--- src/rtl/alu_ctrl_pkg.sv ---
// Shared constants for the ALU controller.
// Holds the 5-bit ALU operation codes, the ALUOp classes produced by the
// main decoder, the R-type funct values, and the controller FSM state type.
package alu_ctrl_pkg;

    // ALU operation codes (5 bits, zero-extended at the controller output)
    localparam logic [4:0] ALU_ADD  = 5'd0;
    localparam logic [4:0] ALU_ADDI = 5'd1;
    localparam logic [4:0] ALU_SUB  = 5'd2;
    localparam logic [4:0] ALU_AND  = 5'd3;
    localparam logic [4:0] ALU_OR   = 5'd4;
    localparam logic [4:0] ALU_SLT  = 5'd5;
    localparam logic [4:0] ALU_ANDI = 5'd6;
    localparam logic [4:0] ALU_LW   = 5'd7;
    localparam logic [4:0] ALU_ORI  = 5'd8;
    localparam logic [4:0] ALU_SLTI = 5'd9;
    localparam logic [4:0] ALU_SW   = 5'd10;
    localparam logic [4:0] ALU_SRL  = 5'd11;
    localparam logic [4:0] ALU_SRLV = 5'd12;
    localparam logic [4:0] ALU_BEQ  = 5'd13;
    localparam logic [4:0] ALU_BNE  = 5'd14;
    localparam logic [4:0] ALU_BGT  = 5'd15;
    localparam logic [4:0] ALU_MUL  = 5'd16;
    localparam logic [4:0] ALU_BGE  = 5'd17;
    localparam logic [4:0] ALU_BLT  = 5'd18;

    // ALUOp classes from the main decoder
    localparam int OP_RTYPE = 0;
    localparam int OP_LW    = 1;
    localparam int OP_ADDI  = 2;
    localparam int OP_ANDI  = 3;
    localparam int OP_ORI   = 4;
    localparam int OP_SLTI  = 5;
    localparam int OP_SW    = 6;
    localparam int OP_BEQ   = 7;
    localparam int OP_BNE   = 8;
    localparam int OP_BGT   = 9;
    localparam int OP_BGE   = 10;
    localparam int OP_BLT   = 11;

    // R-type funct field values
    localparam int F_ADD  = 32;
    localparam int F_SUB  = 34;
    localparam int F_AND  = 36;
    localparam int F_OR   = 37;
    localparam int F_SLT  = 42;
    localparam int F_SRL  = 2;
    localparam int F_SRLV = 6;
    localparam int F_MUL  = 24;

    typedef enum logic {
        IDLE = 1'b0,
        MUL  = 1'b1
    } state_t;

endpackage

--- src/rtl/alu_ctrl_decode.sv ---
// Combinational decode of {ALUOp, funct} into a 5-bit ALU operation code.
// Ports:
//   funct_i   - R-type function field
//   ALUOp_i   - operation class from the main decoder
//   code_o    - decoded ALU operation code (0 for illegal encodings)
//   illegal_o - encoding not present in the decode table
module alu_ctrl_decode
    import alu_ctrl_pkg::*;
#(
    parameter int FUNCT_W = 6,
    parameter int OP_W    = 4
) (
    input  logic [FUNCT_W-1:0] funct_i,
    input  logic [OP_W-1:0]    ALUOp_i,
    output logic [4:0]         code_o,
    output logic               illegal_o
);

    always_comb begin
        code_o    = ALU_ADD;
        illegal_o = 1'b0;
        case (ALUOp_i)
            OP_W'(OP_RTYPE): begin
                case (funct_i)
                    FUNCT_W'(F_ADD):  code_o = ALU_ADD;
                    FUNCT_W'(F_SUB):  code_o = ALU_SUB;
                    FUNCT_W'(F_AND):  code_o = ALU_AND;
                    FUNCT_W'(F_OR):   code_o = ALU_OR;
                    FUNCT_W'(F_SLT):  code_o = ALU_SLT;
                    FUNCT_W'(F_SRL):  code_o = ALU_SRL;
                    FUNCT_W'(F_SRLV): code_o = ALU_SRLV;
                    FUNCT_W'(F_MUL):  code_o = ALU_MUL;
                    default:          illegal_o = 1'b1;
                endcase
            end
            OP_W'(OP_LW):   code_o = ALU_LW;
            OP_W'(OP_ADDI): code_o = ALU_ADDI;
            OP_W'(OP_ANDI): code_o = ALU_ANDI;
            OP_W'(OP_ORI):  code_o = ALU_ORI;
            OP_W'(OP_SLTI): code_o = ALU_SLTI;
            OP_W'(OP_SW):   code_o = ALU_SW;
            OP_W'(OP_BEQ):  code_o = ALU_BEQ;
            OP_W'(OP_BNE):  code_o = ALU_BNE;
            OP_W'(OP_BGT):  code_o = ALU_BGT;
            OP_W'(OP_BGE):  code_o = ALU_BGE;
            OP_W'(OP_BLT):  code_o = ALU_BLT;
            default:        illegal_o = 1'b1;
        endcase
    end

endmodule

--- src/rtl/alu_ctrl_pipe.sv ---
// Registered ALU controller at the ID/EX boundary.
// Decodes the instruction, sequences multi-cycle MUL, and offers a
// valid/ready handshake with stall and flush for the hazard unit.
// Ports:
//   clk_i     - clock, rising edge
//   rst_i     - synchronous reset, active-low
//   funct_i   - R-type function field
//   ALUOp_i   - operation class
//   valid_i   - inputs carry a real instruction
//   stall_i   - freeze all state
//   flush_i   - squash in-flight operation (overrides stall)
//   ready_o   - controller can accept (IDLE and not stalled)
//   ALUCtrl_o - registered ALU operation code
//   valid_o   - ALUCtrl_o is a live operation
//   last_o    - final EX cycle of the current operation
//   illegal_o - accepted encoding not in the decode table
//   busy_o    - multi-cycle MUL in progress
module alu_ctrl_pipe
    import alu_ctrl_pkg::*;
#(
    parameter int FUNCT_W    = 6,
    parameter int OP_W       = 4,
    parameter int CTRL_W     = 5,
    parameter int MUL_CYCLES = 4
) (
    input  logic               clk_i,
    input  logic               rst_i,
    input  logic [FUNCT_W-1:0] funct_i,
    input  logic [OP_W-1:0]    ALUOp_i,
    input  logic               valid_i,
    input  logic               stall_i,
    input  logic               flush_i,
    output logic               ready_o,
    output logic [CTRL_W-1:0]  ALUCtrl_o,
    output logic               valid_o,
    output logic               last_o,
    output logic               illegal_o,
    output logic               busy_o
);

    localparam int CNT_W = $clog2(MUL_CYCLES + 1);
    // With a single-cycle multiplier MUL is treated like any other code.
    localparam bit MULTI = (MUL_CYCLES > 1);

    logic [4:0]        dec_code;
    logic              dec_illegal;

    state_t            state_reg;
    logic [CNT_W-1:0]  cnt_reg;
    logic [CTRL_W-1:0] ctrl_reg;
    logic              valid_reg;
    logic              last_reg;
    logic              illegal_reg;
    logic              busy_reg;

    alu_ctrl_decode #(
        .FUNCT_W (FUNCT_W),
        .OP_W    (OP_W)
    ) u_decode (
        .funct_i   (funct_i),
        .ALUOp_i   (ALUOp_i),
        .code_o    (dec_code),
        .illegal_o (dec_illegal)
    );

    assign ready_o   = (state_reg == IDLE) && !stall_i;
    assign ALUCtrl_o = ctrl_reg;
    assign valid_o   = valid_reg;
    assign last_o    = last_reg;
    assign illegal_o = illegal_reg;
    assign busy_o    = busy_reg;

    always_ff @(posedge clk_i) begin
        if (!rst_i || flush_i) begin
            state_reg   <= IDLE;
            cnt_reg     <= '0;
            ctrl_reg    <= '0;
            valid_reg   <= 1'b0;
            last_reg    <= 1'b0;
            illegal_reg <= 1'b0;
            busy_reg    <= 1'b0;
        end else if (stall_i) begin
            // hold everything
        end else if (state_reg == MUL && cnt_reg != '0) begin
            // Code, valid and illegal stay put while the multiplier runs.
            cnt_reg  <= cnt_reg - CNT_W'(1);
            last_reg <= (cnt_reg == CNT_W'(1));
        end else begin
            // IDLE, or the edge that leaves MUL: this edge takes new input
            // because the upstream stage has been holding its instruction.
            state_reg <= IDLE;
            busy_reg  <= 1'b0;
            cnt_reg   <= '0;
            if (valid_i) begin
                ctrl_reg    <= CTRL_W'(dec_code);
                valid_reg   <= 1'b1;
                illegal_reg <= dec_illegal;
                if (MULTI && dec_code == ALU_MUL) begin
                    last_reg  <= 1'b0;
                    busy_reg  <= 1'b1;
                    cnt_reg   <= CNT_W'(MUL_CYCLES - 1);
                    state_reg <= MUL;
                end else begin
                    last_reg  <= 1'b1;
                end
            end else begin
                ctrl_reg    <= '0;
                valid_reg   <= 1'b0;
                last_reg    <= 1'b0;
                illegal_reg <= 1'b0;
            end
        end
    end

endmodule

--- config.mk ---
export PLATFORM = sky130hd
export DESIGN_NAME = alu_ctrl_pipe
export DESIGN_NICKNAME = d
export VERILOG_FILES = /design/src/rtl/alu_ctrl_pkg.sv /design/src/rtl/alu_ctrl_decode.sv /design/src/rtl/alu_ctrl_pipe.sv
export SDC_FILE = /design/constraint.sdc
export NUM_CORES = 1
export LEC_CHECK = 0
export ABC_AREA = 1
export BUFFER_PORTS_ARGS = -buffer_cell sky130_fd_sc_hd__buf_2
export CAP_MARGIN = 20
export CORE_MARGIN = 4
export CORE_UTILIZATION = 40
export CTS_BUF_LIST = sky130_fd_sc_hd__clkbuf_8
export DETAILED_ROUTE_END_ITERATION = 6
export MAX_ROUTING_LAYER = met4
export SLEW_MARGIN = 20
export SYNTH_ARGS = -nofsm -noshare
export SYNTH_HDL_FRONTEND = slang
export SYNTH_SLANG_ARGS = --single-unit
--- constraint.sdc ---
create_clock -name clk_i -period 2 [get_ports clk_i]
set_input_delay 0.1 -clock clk_i [delete_from_list [all_inputs] [get_ports clk_i]]
set_output_delay 0.1 -clock clk_i [all_outputs]
set_load 0.005 [all_outputs]
==> metrics.sh, run 1 <==
TIMING.FINAL.CRIT_PERIOD_NS=1.37
WL_PER_CELL_UM=10.1
FIN_SKEW_NS=0.00241
GRT_USAGE_PCT=15.5
NETLIST_TOP_CELLS_COUNT='38 x sky130_fd_sc_hd__nand2_1, 18 x sky130_fd_sc_hd__nor2_1, 15 x sky130_fd_sc_hd__inv_1'
SYNTH-MAIN-FF-CELL='sky130_fd_sc_hd__dfxtp_1'
SYN_STD_CELL_AREA_UM2=805
SYNTH_WARNINGS=0
MAX_SLEW_MARGIN_PCT=83.0
YOSYS-TOP-CELLS-AREA='sky130_fd_sc_hd__dfxtp_1 30%, sky130_fd_sc_hd__nand2_1 18%, sky130_fd_sc_hd__nor2_1 8.4%'
SYN_AREA_PER_CELL_UM2=6.05
CRITICALPATHCATEGORY='flip-flop to flip-flop'
YS_ASYNC_SR_FRACTION_PCT=0
PIN_COUNT=25
FLOORPLAN.DIE_AREA_UM2=2790
FINAL_CORE_UTILIZATION_PCT=54.8
CORE_UM2=1820
SYNTH_ENABLE_FLOP_CELLS=0
DRT-TOTAL-WL_MM=1.87
HOLD_PATH.CLASS='input pin to flip-flop'
RUN_STATUS='finished, final reports clean'
AREAGROWTHSYNTHTOFINISH_PCT=24.0
LARGEST_REGISTER_FFS=5
YS_TYPES=20
LAYOUT.NETS=180
WORST_PATH_REQUIRED_TIME_NS=2.16
NUMCLOCKSINKS=12
WORST_IR_DROP_VDD_V=0.000416
MAXCAPVIOLATIONS=0
NETLIST.AREA_LEADER.SHARE_PCT=29.9
WIRE_LENGTH_OF_THE_FIRST_GLOBAL_ROUTING_PASS_MM=3.13
YOSYS.CELL_COUNT.TOP_TYPE='sky130_fd_sc_hd__nand2_1'
TIMING.CRITICAL_PATH.ARRIVAL_NS=1.54
FLOORPLAN.INITIALDENSITY_PCT=44.2
SYN_NETS=151
CRIT_PATH_MAX_FANOUT=8
CLKLATENCYLATEPIN_NS=0.24
DIE_HEIGHT_UM=52.8
GRT_MAX_DEGREE=10
CTS_HOLD_BUFFERS=0
CLOCKROOTBUFFER='sky130_fd_sc_hd__clkbuf_8'
DRCVIOLATIONCOUNT=0
CRITPATHCAPTURETYPE='flip-flop'
DETAIL_ROUTE.FIRST_PASS.ITERATIONS=4
GLOBALPLACE.CONGESTION=0.775
FINAL_SUM_OF_NEGATIVE_SETUP_SLACK_NS=0
START_KIND='flip-flop'
GRT_PASS1_VIAS=753
DIE-WIDTH_UM=52.8
PERIOD_SHARE_PCT=68.7
SHARE_OF_THE_YOSYS_CHIP_AREA_BELONGING_TO_REGISTERS_PCT=29.9
SYNTHDOMINANTAREACELLTYPE='sky130_fd_sc_hd__dfxtp_1'
CTS-ROOT-TO-SINK-BUFFERS=2
CLK_PIN_SLEW_WORST_PATHS_NS=0.05
P_PER_AREA_nW_PER_UM2=552
DRT.ANTENNA.VIOLATING_NETS=0
TIMING.FINAL.SETUP_VIOLATIONS=0
CTS_RESIZED=0
PNR_TOTAL_POWER_uW=550
POST_SYNTH_INST_COUNT=133
HPWLAFTERDP_MM=1.51
YS_SEQ_ELEMENTS=12
RSZ_0062_RAISED_AFTER_GLOBAL_ROUTING='no'
PLACEMENTROWS=15
POST_DETAILED_ROUTE_VIA_TO_CELL_RATIO=4.82
FMAX_GHz=0.728
VIAS=891
INITIALDRTVIOLATIONCOUNT=20
P_LEAK_nW=0.519
HOLD_VIOLATIONS=0
HTREEDEPTH=1
PLACE.PORT_BUFFERS=24
DRIVE_GT1_SHARE_PCT=24.4
TIMING.FINAL.MAX_SLEW_VIOLATIONS=0
GRT-OVFL-TOTAL=0
ANTENNA_FOUND_INITIAL=0
CTS_INSERTED_BUFFERS=3
ANTENNA_CELLS_INSERTED=0
POST_CTS_SETUP_BUFFERS=0
TRITONCTS='done'
WORST_SLEW_PIN_SLEW_NS=0.253
==> power by group <==
| group | internal [mW] | switching, mW |
|---|---|---|
| Combinational | 0.0339 | 0.0559 |
| Clock | 0.132 | 0.0809 |
| Sequential | 0.245 | 0.00266 |
==> through the flow <==
stage	area, µm²	setup slack, ns	hold WS, ns	cells
global placement	956	0.673	0.415	182
CTS	997	0.619	0.155	185
floorplan	805	0.786	0.231	133
detailed placement	956	0.635	0.409	182
finish	997	0.626	0.165	185
global route	997	0.450	0.187	185
==> cell families (layout without fill, tap and decap cells) <==
| family | count (synthesis) | after routing | synth area share (%) |
|---|---|---|---|
| AO/OA/AOI/OAI | 23 | 23 | 16.0 |
| adder cells (fa/ha/maj) | 3 | 3 | 4.67 |
| buffers and inverters | 19 | 46 | 9.18 |
| flip-flops | 12 | 12 | 29.9 |
| AND/OR/NAND/NOR | 76 | 76 | 40.3 |
==> critical path: stages, from the launching register on <==
cell                      delay [ns]
sky130_fd_sc_hd__dfxtp_1        0.35
sky130_fd_sc_hd__inv_1          0.08
sky130_fd_sc_hd__ha_1           0.19
sky130_fd_sc_hd__nand2_1        0.06
sky130_fd_sc_hd__nand2_1        0.08
sky130_fd_sc_hd__inv_2          0.08
sky130_fd_sc_hd__nor2_2         0.05
sky130_fd_sc_hd__inv_1          0.18
sky130_fd_sc_hd__nand2_1        0.07
sky130_fd_sc_hd__a21oi_1        0.15
==> per-layer routing <==
layer | vias up | track usage (%) | part of all wire [%]
li1 | 486 | - | -
met1 | 379 | 19.9 | 47
met2 | 24 | 22.7 | 45
met3 | 2 | 5.13 | 6.7
met4 | 0 | 5.11 | 0.64
met5 | - | - | 0
==> cell usage in the layout (no fill, tap or decap) <==
master | Yosys | final
sky130_fd_sc_hd__nand2_1 | 38 | 38
sky130_fd_sc_hd__buf_2 | 0 | 24
sky130_fd_sc_hd__nor2_1 | 18 | 18
sky130_fd_sc_hd__inv_1 | 15 | 15
sky130_fd_sc_hd__dfxtp_1 | 12 | 12
sky130_fd_sc_hd__nand3_1 | 12 | 12
sky130_fd_sc_hd__a21oi_1 | 9 | 9
sky130_fd_sc_hd__o21ai_0 | 7 | 7
sky130_fd_sc_hd__nor2_2 | 4 | 4
sky130_fd_sc_hd__a31oi_1 | 3 | 3
sky130_fd_sc_hd__ha_1 | 3 | 3
sky130_fd_sc_hd__clkbuf_8 | 0 | 3
sky130_fd_sc_hd__inv_2 | 2 | 2
sky130_fd_sc_hd__or2_2 | 2 | 2
sky130_fd_sc_hd__nand3_2 | 1 | 1
sky130_fd_sc_hd__nand2_2 | 1 | 1
sky130_fd_sc_hd__inv_4 | 1 | 1
sky130_fd_sc_hd__clkinv_1 | 1 | 1
sky130_fd_sc_hd__a21oi_2 | 1 | 1
sky130_fd_sc_hd__a211oi_1 | 1 | 1
sky130_fd_sc_hd__a32oi_1 | 1 | 1
sky130_fd_sc_hd__o21ai_1 | 1 | 1
==> final cells by class <==
| type | instances | area, µm² |
|---|---|---|
| Fill cell | 190 | 823 |
| Tap cell | 25 | 31.3 |
| Inverter | 19 | 73.8 |
| Sequential cell | 12 | 240 |
| Clock buffer | 3 | 41.3 |
| Timing Repair Buffer | 24 | 120 |
| Multi-Input combinational cell | 102 | 490 |
==> worst paths after layout <==
path	from	to	slack, ns	cells after the start
worst max register to register	cnt_reg[0]$_SDFFE_PP0N_	ALUCtrl_o[1]$_SDFFE_PP0P_	0.63	9
worst min-delay path	flush_i	cnt_reg[1]$_SDFFE_PP0N_	0.16	4
worst min register to register	ALUCtrl_o[3]$_SDFFE_PP0P_	ALUCtrl_o[3]$_SDFFE_PP0P_	0.46	2
worst max-delay path	cnt_reg[0]$_SDFFE_PP0N_	ALUCtrl_o[1]$_SDFFE_PP0P_	0.63	9
Note: power is estimated with default switching activity, not from simulation.
==> run 2: changes to the inputs <==
--- a/config.mk
+++ b/config.mk
@@ -5,7 +5,7 @@
 export SDC_FILE = /design/constraint.sdc
 export NUM_CORES = 1
 export LEC_CHECK = 0
-export ABC_AREA = 1
+export ABC_AREA = 0
 export BUFFER_PORTS_ARGS = -buffer_cell sky130_fd_sc_hd__buf_2
 export CAP_MARGIN = 20
 export CORE_MARGIN = 4
@@ -13,6 +13,7 @@
 export CTS_BUF_LIST = sky130_fd_sc_hd__clkbuf_8
 export DETAILED_ROUTE_END_ITERATION = 6
 export MAX_ROUTING_LAYER = met4
+export PLACE_DENSITY = 0.66
 export SLEW_MARGIN = 20
 export SYNTH_ARGS = -nofsm -noshare
 export SYNTH_HDL_FRONTEND = slang
==> constraint.sdc (replaced) <==
create_clock -name clk_i -period 1.12 [get_ports clk_i]
set_input_delay 0.056 -clock clk_i [delete_from_list [all_inputs] [get_ports clk_i]]
set_output_delay 0.056 -clock clk_i [all_outputs]
set_load 0.005 [all_outputs]
==> metrics.sh, run 2 <==
CLK_PIN_SLEW_WORST_PATHS_NS=0.05  # about the same
PIN_COUNT=25  # unchanged
GLOBALPLACE.CONGESTION=0.848  # +9.5%
YS_TYPES=52  # +160%
CLOCKROOTBUFFER='sky130_fd_sc_hd__clkbuf_8'
TIMING.FINAL.MAX_SLEW_VIOLATIONS=0  # unchanged
MIN_DELAY_WORST_ENDPOINT='ALUCtrl_o[0]$_SDFFE_PP0P_'
MAX_STAGE_DELAY_NS=0.36  # about the same
WORST_IR_DROP_VDD_V=0.000538  # +29%
ANTENNA_FOUND_INITIAL=0  # unchanged
HOLD_PATH_DEPTH=4  # unchanged
CRITICAL_PATH.N_BUFFERS_INVERTERS=1  # -2
CLKLATENCYLATEPIN_NS=0.25  # about the same
FLOORPLAN.INITIALDENSITY_PCT=42.1  # -2.1 points
WL_PER_CELL_UM=12.7  # +26%
FIN_SKEW_NS=0.00461  # +0.00220 ns
ANTENNA_CELLS_INSERTED=0  # unchanged
SHARE_OF_THE_YOSYS_CHIP_AREA_BELONGING_TO_REGISTERS_PCT=25.8  # -4.1 points
WIRE_LENGTH_OF_THE_FIRST_GLOBAL_ROUTING_PASS_MM=4.26  # +36%
FILLERS=206  # +8.4%
RSZ_0062_RAISED_AFTER_GLOBAL_ROUTING='yes'
SYNTH_WARNINGS=0  # unchanged
SYN_NETS=130  # -14%
WORST_PATH_REQUIRED_TIME_NS=1.30  # -0.86 ns
POST-ROUTE-WORST-SETUP-SLACK_NS=-0.267  # -0.892 ns
CP_NUM_CELLS=6  # -3
MULTI_INPUT_AREA_UM2=661  # +35%
PLACEMENTROWS=17  # +2
FLOORPLAN.DIE_AREA_UM2=3170  # +13%
LAYOUT.NETS=187  # +3.9%
HTREEDEPTH=1  # unchanged
LAYOUT.CELLS.MOST_COMMON='sky130_fd_sc_hd__buf_4'
YS_ASYNC_SR_FRACTION_PCT=0  # unchanged
FINAL_SUM_OF_NEGATIVE_SETUP_SLACK_NS=-1.99  # -1.99 ns
CTS_HOLD_BUFFERS=0  # unchanged
CP_SLOWEST_CELL='sky130_fd_sc_hd__or3b_1'
SYNTH_ENABLE_FLOP_CELLS=0  # unchanged
CTS_INSERTED_BUFFERS=3  # unchanged
HPWLAFTERDP_MM=1.98  # +31%
CORE_UM2=2210  # +22%
CRIT_PATH_MAX_FANOUT=5  # -3
PLACE.PORT_BUFFERS=24  # unchanged
LAYOUT.CELLS.MOST_COMMON_LIST='31 x sky130_fd_sc_hd__buf_4, 24 x sky130_fd_sc_hd__buf_2, 11 x sky130_fd_sc_hd__dfxtp_1, 8 x sky130_fd_sc_hd__nand2_1'
SYNTH-MAIN-FF-CELL='sky130_fd_sc_hd__dfxtp_1'
CTS-ROOT-TO-SINK-BUFFERS=2  # unchanged
PATH_CELLS='inv_2, ha_4, nand2b_4, a21o_4, or3b_1, a21oi_2'
VIOLATIONS='setup timing'
NETLIST_TOP_CELLS_COUNT='12 x sky130_fd_sc_hd__dfxtp_1, 10 x sky130_fd_sc_hd__nand2_1, 9 x sky130_fd_sc_hd__a21oi_1'
SYN_STD_CELL_AREA_UM2=932  # +16%
POST_SYNTH_INST_COUNT=112  # -16%
POST_DETAILED_ROUTE_VIA_TO_CELL_RATIO=5.25  # +9.0%
CRITICAL-PATH-TOP-DELAY-FAMILY='simple AND/OR/NAND/NOR gates'
DRIVE_GT1_SHARE_PCT=52.4  # +28 points
PNR_TOTAL_POWER_mW=1.21  # +120%
VIAS=1029  # +15%
RUN_STATUS='finished, violations left'
TRITONCTS='done'
START_KIND='flip-flop'
LARGEST_REGISTER_FFS=5  # unchanged
NETLIST.AREA_LEADER.SHARE_PCT=25.8  # -4.1 points
SYNTHDOMINANTAREACELLTYPE='sky130_fd_sc_hd__dfxtp_1'
GRT_PASS1_VIAS=1023  # +36%
FMAX_GHz=0.721  # -0.90%
HOLD_PATH.CLASS='input pin to flip-flop'
HOLD_VIOLATIONS=0  # unchanged
MAXCAPVIOLATIONS=0  # unchanged
R2R_START='cnt_reg[0]$_SDFFE_PP0N_'
INITIALDRTVIOLATIONCOUNT=17  # -15%
MAX_SLEW_MARGIN_PCT=72.8  # -10 points
NUMCLOCKSINKS=12  # unchanged
DIE-WIDTH_UM=56.3  # +6.5%
DRT.ANTENNA.VIOLATING_NETS=0  # unchanged
CRITPATHCAPTURETYPE='flip-flop'
R2R_SLACK_NS=-0.27  # -0.89 ns
CRITICALPATHCATEGORY='flip-flop to flip-flop'
P_PER_AREA_nW_PER_UM2=849  # +54%
DIE_HEIGHT_UM=56.3  # +6.5%
GRT_USAGE_PCT=17.2  # +1.7 points
DRCVIOLATIONCOUNT=0  # unchanged
TIMING.FINAL.SETUP_VIOLATIONS=13  # +13
WORST_HOLD_STARTPOINT='flush_i'
TIMING.FINAL.CRIT_PERIOD_NS=1.39  # +0.0124 ns
PERIOD_SHARE_PCT=124  # +55 points
GRT_MAX_DEGREE=12  # +2
DETAIL_ROUTE.FIRST_PASS.ITERATIONS=4  # unchanged
AREA.SEQUENTIAL_UM2=241  # +0.52%
YOSYS-TOP-CELLS-AREA='sky130_fd_sc_hd__dfxtp_1 26%, sky130_fd_sc_hd__a21oi_1 4.8%, sky130_fd_sc_hd__ha_1 4.0%'
WORST_SLEW_PIN_SLEW_NS=0.408  # +0.155 ns
P_LEAK_nW=0.617  # +19%
R2R_END='busy_o$_SDFFE_PP0P_'
WORST_REG_TO_REG_PATH_CELL_COUNT=6  # -3
TIMING.CRITICAL_PATH.ARRIVAL_NS=1.56  # +0.02 ns
DRT-TOTAL-WL_MM=2.50  # +33%
AREAGROWTHSYNTHTOFINISH_PCT=53.2
YS_SEQ_ELEMENTS=12  # unchanged
YOSYS.CELL_COUNT.TOP_TYPE='sky130_fd_sc_hd__dfxtp_1'
GRT-OVFL-TOTAL=0  # unchanged
SYN_AREA_PER_CELL_UM2=8.32  # +38%
run 2: report_power, final:
group          total [mW]  switching (mW)  leakage, nW  internal, mW
logic               0.292           0.137        0.491         0.155
clock network       0.482           0.171       0.0288         0.311
registers           0.438         0.00374       0.0976         0.434
run 2: stage by stage:
stage	util (%)	std cells	hold WS (ns)	setup slack (ns)	cell area, µm²
finish	64.5	196	0.108	-0.267	1430
global route	64.5	196	0.129	-0.305	1430
CTS	63.2	195	0.103	-0.287	1400
detailed placement	58.6	188	0.361	-0.426	1300
global placement	58.6	188	0.346	-0.385	1300
floorplan	-	112	0.232	-0.373	987
run 2: repair_timing:
item	in CTS	in global routing
pin swaps	3	3
gates resized for setup	6	6
setup buffers	3	1
setup endpoints to repair	12	13
run 2: final cells by class:
| cell class | count | area share (%) |
|---|---|---|
| clock buffers | 4 | 3.86 |
| inverters | 7 | 1.84 |
| multi-input cells | 85 | 46.3 |
| flip-flops and latches | 12 | 16.9 |
| well taps | 28 | 2.45 |
| repair buffers | 60 | 28.7 |
run 2: cell families after synthesis:
| family | count (synthesis) | share of synthesized area [%] |
|---|---|---|
| fa+ha+maj | 3 | 4.03 |
| simple gates | 45 | 31.5 |
| flops | 12 | 25.8 |
| xor+xnor | 3 | 2.82 |
| buf+inv | 15 | 10.7 |
| compound gates | 34 | 25.1 |
run 2: how the worst max path moves through the flow:
stage	start	to	slack, ns
after floorplan	ALUOp_i[0]	busy_o$_SDFFE_PP0P_	-0.37
after global placement	ALUOp_i[3]	busy_o$_SDFFE_PP0P_	-0.39
after detailed placement	ALUOp_i[3]	busy_o$_SDFFE_PP0P_	-0.43
after CTS	cnt_reg[0]$_SDFFE_PP0N_	busy_o$_SDFFE_PP0P_	-0.29
after global routing	cnt_reg[0]$_SDFFE_PP0N_	busy_o$_SDFFE_PP0P_	-0.30
final	cnt_reg[0]$_SDFFE_PP0N_	busy_o$_SDFFE_PP0P_	-0.27
run 2: routing by layer:
layer / GRT usage [%] / share of wire, %
met4: 8.14 / 2.3
met2: 32.1 / 53
met5: - / 0
met3: 2.07 / 2.8
met1: 17.7 / 41
run 2: worst reg2reg max path, delay by kind of cell, from the launching register on:
| family | cells | cell delay [ns] |
|---|---|---|
| and+or+nand+nor | 2 | 0.43 |
| AOI/OAI and AO/OA | 2 | 0.36 |
| buffers and inverters | 1 | 0.07 |
| DFF | 1 | 0.32 |
| adders and majority gates | 1 | 0.15 |
